[src/rtl/seg_scan_driver.sv]
// seg_scan_driver: time-multiplexed driver for an 8-digit common-anode
// seven-segment display. Shows a 32-bit hex value with per-digit decimal
// points and blanking. A load is held in pending registers and only moves
// into the displayed (shadow) copy at a frame boundary, so a scan is never torn.
module seg_scan_driver #(
  parameter int CLK_DIV = 100000,
  parameter int CNT_W   = 17
) (
  input  logic        clk,
  input  logic        rst,
  input  logic        load,
  input  logic [31:0] data_in,
  input  logic [7:0]  dp_in,
  input  logic [7:0]  blank_in,
  output logic [7:0]  SEG,
  output logic [7:0]  AN,
  output logic        update_pending,
  output logic        frame_done
);

  logic [CNT_W-1:0] div_cnt_reg;
  logic [2:0]       idx_reg;
  logic             tick;
  logic             frame_tick;

  logic [31:0] shadow_data_reg;
  logic [7:0]  shadow_dp_reg;
  logic [7:0]  shadow_blank_reg;
  logic [31:0] pending_data_reg;
  logic [7:0]  pending_dp_reg;
  logic [7:0]  pending_blank_reg;
  logic        update_pending_reg;
  logic        frame_done_reg;

  logic [3:0]  nib [8];
  logic [7:0]  an_mask;
  logic [7:0]  an_next;
  logic [7:0]  seg_next;
  logic [7:0]  an_reg;
  logic [7:0]  seg_reg;

  // Active-low segment pattern {g,f,e,d,c,b,a} for one hex nibble.
  function automatic logic [6:0] decode(input logic [3:0] n);
    case (n)
      4'h0:    decode = 7'h40;
      4'h1:    decode = 7'h79;
      4'h2:    decode = 7'h24;
      4'h3:    decode = 7'h30;
      4'h4:    decode = 7'h19;
      4'h5:    decode = 7'h12;
      4'h6:    decode = 7'h02;
      4'h7:    decode = 7'h78;
      4'h8:    decode = 7'h00;
      4'h9:    decode = 7'h10;
      4'hA:    decode = 7'h08;
      4'hB:    decode = 7'h03;
      4'hC:    decode = 7'h46;
      4'hD:    decode = 7'h21;
      4'hE:    decode = 7'h06;
      default: decode = 7'h0E;
    endcase
  endfunction

  assign tick       = (div_cnt_reg == CNT_W'(CLK_DIV - 1));
  assign frame_tick = tick && (idx_reg == 3'd7);

  // Per-digit views: nibble of the shown value and the one-hot-low anode mask.
  for (genvar gi = 0; gi < 8; gi++) begin : g_digit
    assign nib[gi]     = shadow_data_reg[4*gi +: 4];
    assign an_mask[gi] = (idx_reg != 3'(gi));
  end

  // Slot divider: counts 0..CLK_DIV-1, one digit slot per wrap.
  always_ff @(posedge clk or posedge rst) begin
    if (rst) begin
      div_cnt_reg <= '0;
    end else if (tick) begin
      div_cnt_reg <= '0;
    end else begin
      div_cnt_reg <= div_cnt_reg + 1'b1;
    end
  end

  // Digit index advances once per slot and wraps 7 -> 0 at the frame boundary.
  always_ff @(posedge clk or posedge rst) begin
    if (rst) begin
      idx_reg <= '0;
    end else if (tick) begin
      idx_reg <= idx_reg + 3'd1;
    end
  end

  // Load handshake: capture into pending, promote to shadow only at a frame
  // boundary; a load coinciding with the boundary bypasses pending entirely.
  always_ff @(posedge clk or posedge rst) begin
    if (rst) begin
      shadow_data_reg    <= '0;
      shadow_dp_reg      <= '0;
      shadow_blank_reg   <= '0;
      pending_data_reg   <= '0;
      pending_dp_reg     <= '0;
      pending_blank_reg  <= '0;
      update_pending_reg <= 1'b0;
    end else if (frame_tick) begin
      update_pending_reg <= 1'b0;
      if (load) begin
        shadow_data_reg  <= data_in;
        shadow_dp_reg    <= dp_in;
        shadow_blank_reg <= blank_in;
      end else if (update_pending_reg) begin
        shadow_data_reg  <= pending_data_reg;
        shadow_dp_reg    <= pending_dp_reg;
        shadow_blank_reg <= pending_blank_reg;
      end
    end else if (load) begin
      pending_data_reg   <= data_in;
      pending_dp_reg     <= dp_in;
      pending_blank_reg  <= blank_in;
      update_pending_reg <= 1'b1;
    end
  end

  // One-cycle pulse in the cycle after the 7 -> 0 wrap tick.
  always_ff @(posedge clk or posedge rst) begin
    if (rst) begin
      frame_done_reg <= 1'b0;
    end else begin
      frame_done_reg <= frame_tick;
    end
  end

  // Pin values for the current slot; a blanked digit keeps anode and segments dark.
  always_comb begin
    an_next  = an_mask;
    seg_next = {~shadow_dp_reg[idx_reg], decode(nib[idx_reg])};
    if (shadow_blank_reg[idx_reg]) begin
      an_next  = 8'hFF;
      seg_next = 8'hFF;
    end
  end

  // Registered pins, dark during reset.
  always_ff @(posedge clk or posedge rst) begin
    if (rst) begin
      an_reg  <= 8'hFF;
      seg_reg <= 8'hFF;
    end else begin
      an_reg  <= an_next;
      seg_reg <= seg_next;
    end
  end

  assign AN             = an_reg;
  assign SEG            = seg_reg;
  assign update_pending = update_pending_reg;
  assign frame_done     = frame_done_reg;

endmodule

[config.mk]
export PLATFORM = sky130hd
export DESIGN_NAME = seg_scan_driver
export DESIGN_NICKNAME = d
export VERILOG_FILES = /design/src/rtl/seg_scan_driver.sv
export SDC_FILE = /design/constraint.sdc
export NUM_CORES = 1
export LEC_CHECK = 0
export ABC_AREA = 1
export ABC_CLOCK_PERIOD_IN_PS = 11250
export BUFFER_PORTS_ARGS = -buffer_cell sky130_fd_sc_hd__buf_2
export CELL_PAD_IN_SITES_DETAIL_PLACEMENT = 2
export CELL_PAD_IN_SITES_GLOBAL_PLACEMENT = 2
export CORE_MARGIN = 2
export CORE_UTILIZATION = 37
export CTS_BUF_LIST = sky130_fd_sc_hd__clkbuf_4
export DETAILED_ROUTE_END_ITERATION = 8
export GPL_TIMING_DRIVEN = 0
export PLACE_DENSITY = 0.86
export SYNTH_ARGS = -nofsm -noshare
export SYNTH_HDL_FRONTEND = slang
export SYNTH_SLANG_ARGS = --single-unit
[constraint.sdc]
create_clock -name clk -period 11.25 [get_ports clk]
set_input_delay 1.6875 -clock clk [delete_from_list [all_inputs] [get_ports clk]]
set_output_delay 1.6875 -clock clk [all_outputs]
set_load 0.02 [all_outputs]
==> results.md, run 1 <==
- Status: finished, final reports clean
- PostCTS Resize Cnt: 0
- Synth Warn #: 0
- Final wirelength: 21,670 um
- Starting Density: 0.3738
- R2R cell count: 12
- CTS tree: built
- Cell Pwr Density: 131.8 mW/mm^2
- Syn-to-layout area delta: 14.56%
- Drt drc: 0
- Inserted Clock Buffers: 17
- Layout cells sized above 1: 0.1875
- Clock Skew: 20.47 ps
- Core ar.: 0.01784 mm^2
- Netlist cell types: 29
- Die Span X: 138.3 um
- Crit path from: AN[4]
- Max VDD drop: 0.07371 mV
- Vias/cell: 5.146
- Setup Fix Bufs, Post-CTS: 0
- Yosys reg bits: 134
- Post-layout util: 0.4282
- Commonest non-fill, non-tap cell in the layout: nand2_1
- Root buffer cell: clkbuf_4
- Avg Cell Area, Syn: 8.213 um^2
- Tot GR Track Use: 0.2385
- Worst Path Buf+Inv: 1
- Slowest cell on crit path: dfstp_2
- Crit-path max cell delay: 540 ps
- Most frequent cells in the layout: nand2_1, dfrtp_1, nand3_1
- Critical path class: flop to output port
- Final Hold Fails: 0
- Worst reg2reg endpoint: SEG[2]
- Post-DP HPWL: 15,090 um
- H-tree depth: 4
- Max-slew violations: 0
- Number of fill cells in the layout: 2,081
- Worst Setup Start Kind: flop
- Data arrival, critical path: 1280 ps
- R2R Setup Slk: 8650 ps
- RSZ-0062 raised after global routing: false
- Post-Layout Inst Area: 0.007640 mm^2
- TNS Setup: 0 ps
- GPL Wtd Cong: 0.8268
- # IOs: 69
- Clock transition at path regs: 110 ps
- First-pass GRT wire length: 36,050 um
- # port buffers: 67
- Number of global-route vias before repair: 6,694
- Worst slew margin: 0.5374
- Clock buffer depth: 2
- ANT nets after route: 0
- Slew of the pin with the lowest slew margin: 693.9 ps
- Routed WL per cell: 18.98 um
- Die area: 0.01911 mm^2
- Clk sinks: 134
- Tmin final: 2965 ps
- Antenna violations before repair: 1
- Die Ht: 138.3 um
- Drt pass-1 iters: 4
- Critical Path Sink: AN[4]
- Crit share post-route: 0.2636
- LEAKAGE: 3.855 nW
- Post-Syn Instances: 812
- Synthesized Nets: 876
- Mapped Area: 0.006669 mm^2
- Largest net degree at the start of global routing: 83
- Cell Rows: 49
- Required time of the critical path: 9560 ps
- Clock Latency Late Sink: 580 ps
- Maximum clock rate: 337.3 MHz
- Initial drt markers: 280
- Final nets: 963
- CTS Hold Bufs: 0
- Worst path depth: 1
- DR vias: 5,877
- Total gr overflow: 0
- Crit-path leading delay family: flip-flops
- Crit path cell chain: buf_2
- Max Cap Violations: 0
- CP Max Fanout: 1
- Seq/Total Area, Yosys: 0.5058
- CP Capture Type: output port
- Crit Reg-Reg Startpoint: idx_reg[0]
- Placed inst area: 0.007323 mm^2
- Hold crit path type: flop to flop
- Setup Viol. Count Final: 0
-- layout make-up --
cell class,instances,area (um^2),area share
Timing Repair Buffer,68,362.8,0.04749
Buffer,43,211.5,0.02768
Clock buffer,21,157.7,0.02064
Tap cell,229,286.5,0.03750
Inverter,80,305.3,0.03996
Sequential cell,134,3373,0.4415
Clock inverter,11,156.4,0.02047
Multi-Input combinational cell,555,2784,0.3644
Antenna cell,1,2.502,0.0003275
-- kinds of logic (layout without fill, tap and decap cells) --
| family | after synthesis | in the layout | share of synthesized area |
|---|---|---|---|
| compound gates | 109 | 109 | 0.08255 |
| xor+xnor | 9 | 9 | 0.01182 |
| fa+ha+maj | 13 | 13 | 0.02439 |
| buf+inv | 123 | 223 | 0.07674 |
| flops | 134 | 134 | 0.5058 |
| mux | 29 | 29 | 0.04897 |
| other cells | 0 | 1 | 0 |
| simple gates | 395 | 395 | 0.2497 |
-- through the flow --
stage	power [W]	hold slack, ps	std cells	setup slack [ps]
2_1_floorplan	0.0006034	432.9	812	6006
3_3_place_gp	0.0006385	450.1	1108	4174
3_5_place_dp	0.0006471	460.0	1109	7789
4_1_cts	0.001021	489.2	1141	8232
5_1_grt	0.001058	526.2	1142	8221
6_report	0.001007	484.6	1142	8285
-- power by group --
group	internal (W)	leakage [nW]	switching [W]
Combinational	0.0000411	2.06	0.0000708
Sequential	0.000512	1.63	0.0000136
Clock	0.000183	0.168	0.000186
Total	0.000737	3.86	0.000271
-- how the worst min path moves through the flow --
stage / from / to / slack, ps / cells after the start
after global routing: pending_data_reg[21] / pending_data_reg[21] / 530 / 2
after global placement: pending_data_reg[12] / pending_data_reg[12] / 450 / 2
final: pending_data_reg[13] / pending_data_reg[13] / 480 / 2
after CTS: pending_data_reg[7] / pending_data_reg[7] / 490 / 2
after detailed placement: pending_data_reg[26] / pending_data_reg[26] / 460 / 2
after floorplan: div_cnt_reg[0] / div_cnt_reg[0] / 430 / 1
-- per-layer routing --
layer / part of all wire / vias to the layer above / track usage
li1: - / 2780 / -
met4: 0.015 / 0 / 0.07465
met3: 0.030 / 19 / 0.04053
met1: 0.43 / 2990 / 0.2957
met2: 0.53 / 88 / 0.4252
met5: 0 / - / 0
-- Yosys cell counts --
master,count,share of area
nand2_1,247,0.14
dfrtp_1,118,0.44
nand3_1,82,0.062
inv_1,78,0.044
o21ai_0,58,0.044
nor2_1,42,0.024
mux2_2,29,0.049
a21oi_1,26,0.020
o21ai_1,23,0.017
clkbuf_1,19,0.011
dfstp_2,16,0.063
ha_1,13,0.024
buf_2,10,0.0075
buf_4,10,0.011
nand4_1,9,0.0084
xor2_1,8,0.011
buf_1,4,0.0023
nor3_1,4,0.0030
inv_2,2,0.0011
nand3b_1,2,0.0023
nor2_2,2,0.0019
nor4_1,2,0.0019
o211ai_1,2,0.0023
nand2_2,1,0.00094
nand3_2,1,0.0015
nand4_4,1,0.0032
nor3_2,1,0.0015
or2_2,1,0.00094
xnor2_1,1,0.0013
-- worst reg2reg max path, stage by stage (launching register included) --
cell	delay [ps]
dfrtp_1	450
inv_1	150
clkbuf_1	560
nand2_1	130
nand3_1	180
nand2_1	90
nand2_1	60
nand2_1	110
ha_1	230
inv_1	110
nand3_1	100
or2_2	290
nand3_1	80
Power figures use the tool's default switching activity.
==> inputs of run 2 (changes only) <==
--- a/config.mk
+++ b/config.mk
@@ -6,16 +6,16 @@
 export NUM_CORES = 1
 export LEC_CHECK = 0
 export ABC_AREA = 1
-export ABC_CLOCK_PERIOD_IN_PS = 11250
+export ABC_CLOCK_PERIOD_IN_PS = 2600
 export BUFFER_PORTS_ARGS = -buffer_cell sky130_fd_sc_hd__buf_2
 export CELL_PAD_IN_SITES_DETAIL_PLACEMENT = 2
 export CELL_PAD_IN_SITES_GLOBAL_PLACEMENT = 2
 export CORE_MARGIN = 2
-export CORE_UTILIZATION = 37
+export CORE_UTILIZATION = 33
 export CTS_BUF_LIST = sky130_fd_sc_hd__clkbuf_4
 export DETAILED_ROUTE_END_ITERATION = 8
 export GPL_TIMING_DRIVEN = 0
-export PLACE_DENSITY = 0.86
+export PLACE_DENSITY = 0.81
 export SYNTH_ARGS = -nofsm -noshare
 export SYNTH_HDL_FRONTEND = slang
 export SYNTH_SLANG_ARGS = --single-unit
==> constraint.sdc (replaced) <==
create_clock -name clk -period 2.6 [get_ports clk]
set_input_delay 0.39 -clock clk [delete_from_list [all_inputs] [get_ports clk]]
set_output_delay 0.39 -clock clk [all_outputs]
set_load 0.02 [all_outputs]
==> run 2 against run 1 <==
Worst hold slack worse by 440 ps. Count of clock-buffer cells in the layout down 2. Via count is 1.6% lower. Register-to-register slack lost 8400 ps. Non-clock buffer count is 4 higher. Highest routed layer unchanged.
==> results.md, run 2 (synthesis gave the netlist of run 1 again) <==
- Status: finished, final reports clean
- ANT nets after route: 0
- Most used cell, CP: nand3_1
- Number of fill cells in the layout: 2,320
- Die Span X: 146.2 um
- Storage cell area: 0.003373 mm^2
- Area of the multi-input gates: 0.002784 mm^2
- GPL Wtd Cong: 0.8001
- Maximum clock rate: 429.8 MHz
- Sequential share of power: 0.518
- Vias/cell: 4.893
- Final nets: 967
- Sw Share: 0.2739
- Data arrival, critical path: 2820 ps
- Drt pass-1 iters: 4
- Drt drc: 0
- CP Capture Type: flop
- Starting Density: 0.3393
- Most frequent cells in the layout: nand2_1, dfrtp_1, nand3_1
- CTS tree: built
- RSZ-0062 raised after global routing: false
- Post-DP HPWL: 15,140 um
- Crit path cell chain: clkbuf_1, inv_1, buf_2, nand3_1, nand3_1, nand2_1, ha_1, inv_1, nand3_1, or2_2, nand3_1
- Crit-path max cell delay: 420 ps
- Crit share post-route: 0.8949
- CP Max Fanout: 11
- Tot GR Track Use: 0.1979
- Worst Path Buf+Inv: 4
- Max Cap Violations: 0
- Worst slew margin: 0.5784
- Clock buffer depth: 2
- Comb pwr share: 0.112
- Critical path class: flop to flop
- Slew of the pin with the lowest slew margin: 632.4 ps
- DR vias: 5,784
- Layout cells sized above 1: 0.1965
- Core ar.: 0.01965 mm^2
- Largest net degree at the start of global routing: 35
- Switching Power: 0.001201 W
- Antenna violations before repair: 1
- Die area: 0.02136 mm^2
- TNS Setup: 0 ps
- First-pass GRT wire length: 33,460 um
- Max VDD drop: 0.2758 mV
- Setup Viol. Count Final: 0
- Root buffer cell: clkbuf_4
- Cell Int Power: 0.003183 W
- Cell Rows: 51
- Pwr Total: 0.004384 W
- Cell Pwr Density: 565.1 mW/mm^2
- Hold crit path type: input pin to flop
- Tmin final: 2327 ps
- H-tree depth: 4
- Clock Latency Late Sink: 580 ps
- Crit-path leading delay family: simple AND/OR/NAND/NOR gates
- Worst Setup Start Kind: flop
- Setup Fix Bufs, Post-CTS: 0
- Number of global-route vias before repair: 6,352
- # IOs: 69
- Max-slew violations: 0
- # port buffers: 67
- Final wirelength: 20,260 um
- Initial drt markers: 234
- Placed Cells: 1,148
- Total gr overflow: 0
- Commonest non-fill, non-tap cell in the layout: nand2_1
- Slowest cell on crit path: dfrtp_1
- Post-Layout Cell Count: 1,182
- LEAKAGE: 3.887 nW
- Clock Skew: 28.76 ps
- Clk pwr share: 0.370
- Required time of the critical path: 3090 ps
- Clock transition at path regs: 140 ps
- Syn-to-layout area delta: 16.32%
- Final Hold Fails: 0
- Die Ht: 146.2 um
- Inserted Clock Buffers: 17
- Routed WL per cell: 17.14 um
- Clk sinks: 134
==> run 2: cell types whose count changed in the layout (fill, tap and decap cells not counted) <==
cell           change
buf_12             +4
buf_16             -1
clkbuf_1           -2
clkbuf_2           +2
clkbuf_4           -2
clkinv_1           -4
clkinv_2           +3
clkinvlp_4         +3
dlygate4sd3_1      +1
==> run 2: timing repair <==
| item | 4_1_cts | 5_1_grt |
|---|---|---|
| hold buffers | 1 | 0 |
| resized for setup | 0 | 4 |
| endpoints found under the setup margin | 0 | 5 |
| endpoints found under the hold margin | 18 | 0 |
==> run 2: final timing paths <==
path / startpoint / slack [ps] / end / depth (start not counted)
hold reg to reg: div_cnt_reg[0] / 470 / div_cnt_reg[0] / 1
hold / removal: data_in[6] / 50 / pending_data_reg[6] / 3
setup / recovery: idx_reg[1] / 270 / SEG[2] / 11
setup reg to reg: idx_reg[1] / 270 / SEG[2] / 11
max in group asynchronous: rst / 1340 / AN[6] / 5
min in group asynchronous: rst / 410 / pending_data_reg[5] / 3
==> run 2: layout make-up <==
type                    count  area share
diodes                      1   0.0003226
plain buffers              43     0.02758
clock buffers              19     0.01839
clock inverters            13     0.02323
inverters                  80     0.03919
multi-input cells         555      0.3589
flip-flops and latches    134      0.4348
well taps                 265     0.04274
repair buffers             72     0.05484
==> run 2: worst reg2reg max path, cell delays in order (launching register included) <==
cell,delay (ps)
dfrtp_1,420
clkbuf_1,190
inv_1,100
buf_2,260
nand3_1,180
nand3_1,100
nand2_1,170
ha_1,280
inv_1,100
nand3_1,100
or2_2,290
nand3_1,70
==> run 2: per-stage QoR <==
step / instance area, um^2 / hold WS, ps / worst slack [ps] / utilization
6_report: 7757 / 46.93 / 273.3 / 0.3947
5_1_grt: 7757 / 16.16 / 27.41 / 0.3947
4_1_cts: 7752 / 17.56 / 126.3 / 0.3944
3_5_place_dp: 7420 / 458.7 / 119.2 / 0.3775
3_3_place_gp: 7340 / 451.0 / -452.4 / 0.3734
2_1_floorplan: 6673 / 432.9 / 557.9 / -
==> run 2: per-layer routing <==
| metal | share of wire | up-vias | track usage |
|---|---|---|---|
| li1 | - | 2784 | - |
| met1 | 0.46 | 2915 | 0.2532 |
| met2 | 0.50 | 67 | 0.3432 |
| met3 | 0.025 | 18 | 0.03344 |
| met4 | 0.014 | 0 | 0.06165 |
| met5 | 0 | - | 0 |
==> run 2: power groups by stage <==
stage / registers [W] / clock network [W] / logic (W)
after floorplan: 0.00232 / 0 / 0.000294
after global placement: 0.00230 / 0 / 0.000462
after detailed placement: 0.00231 / 0 / 0.000498
after CTS: 0.00227 / 0.00167 / 0.000502
after global routing: 0.00229 / 0.00175 / 0.000560
final: 0.00227 / 0.00162 / 0.000490
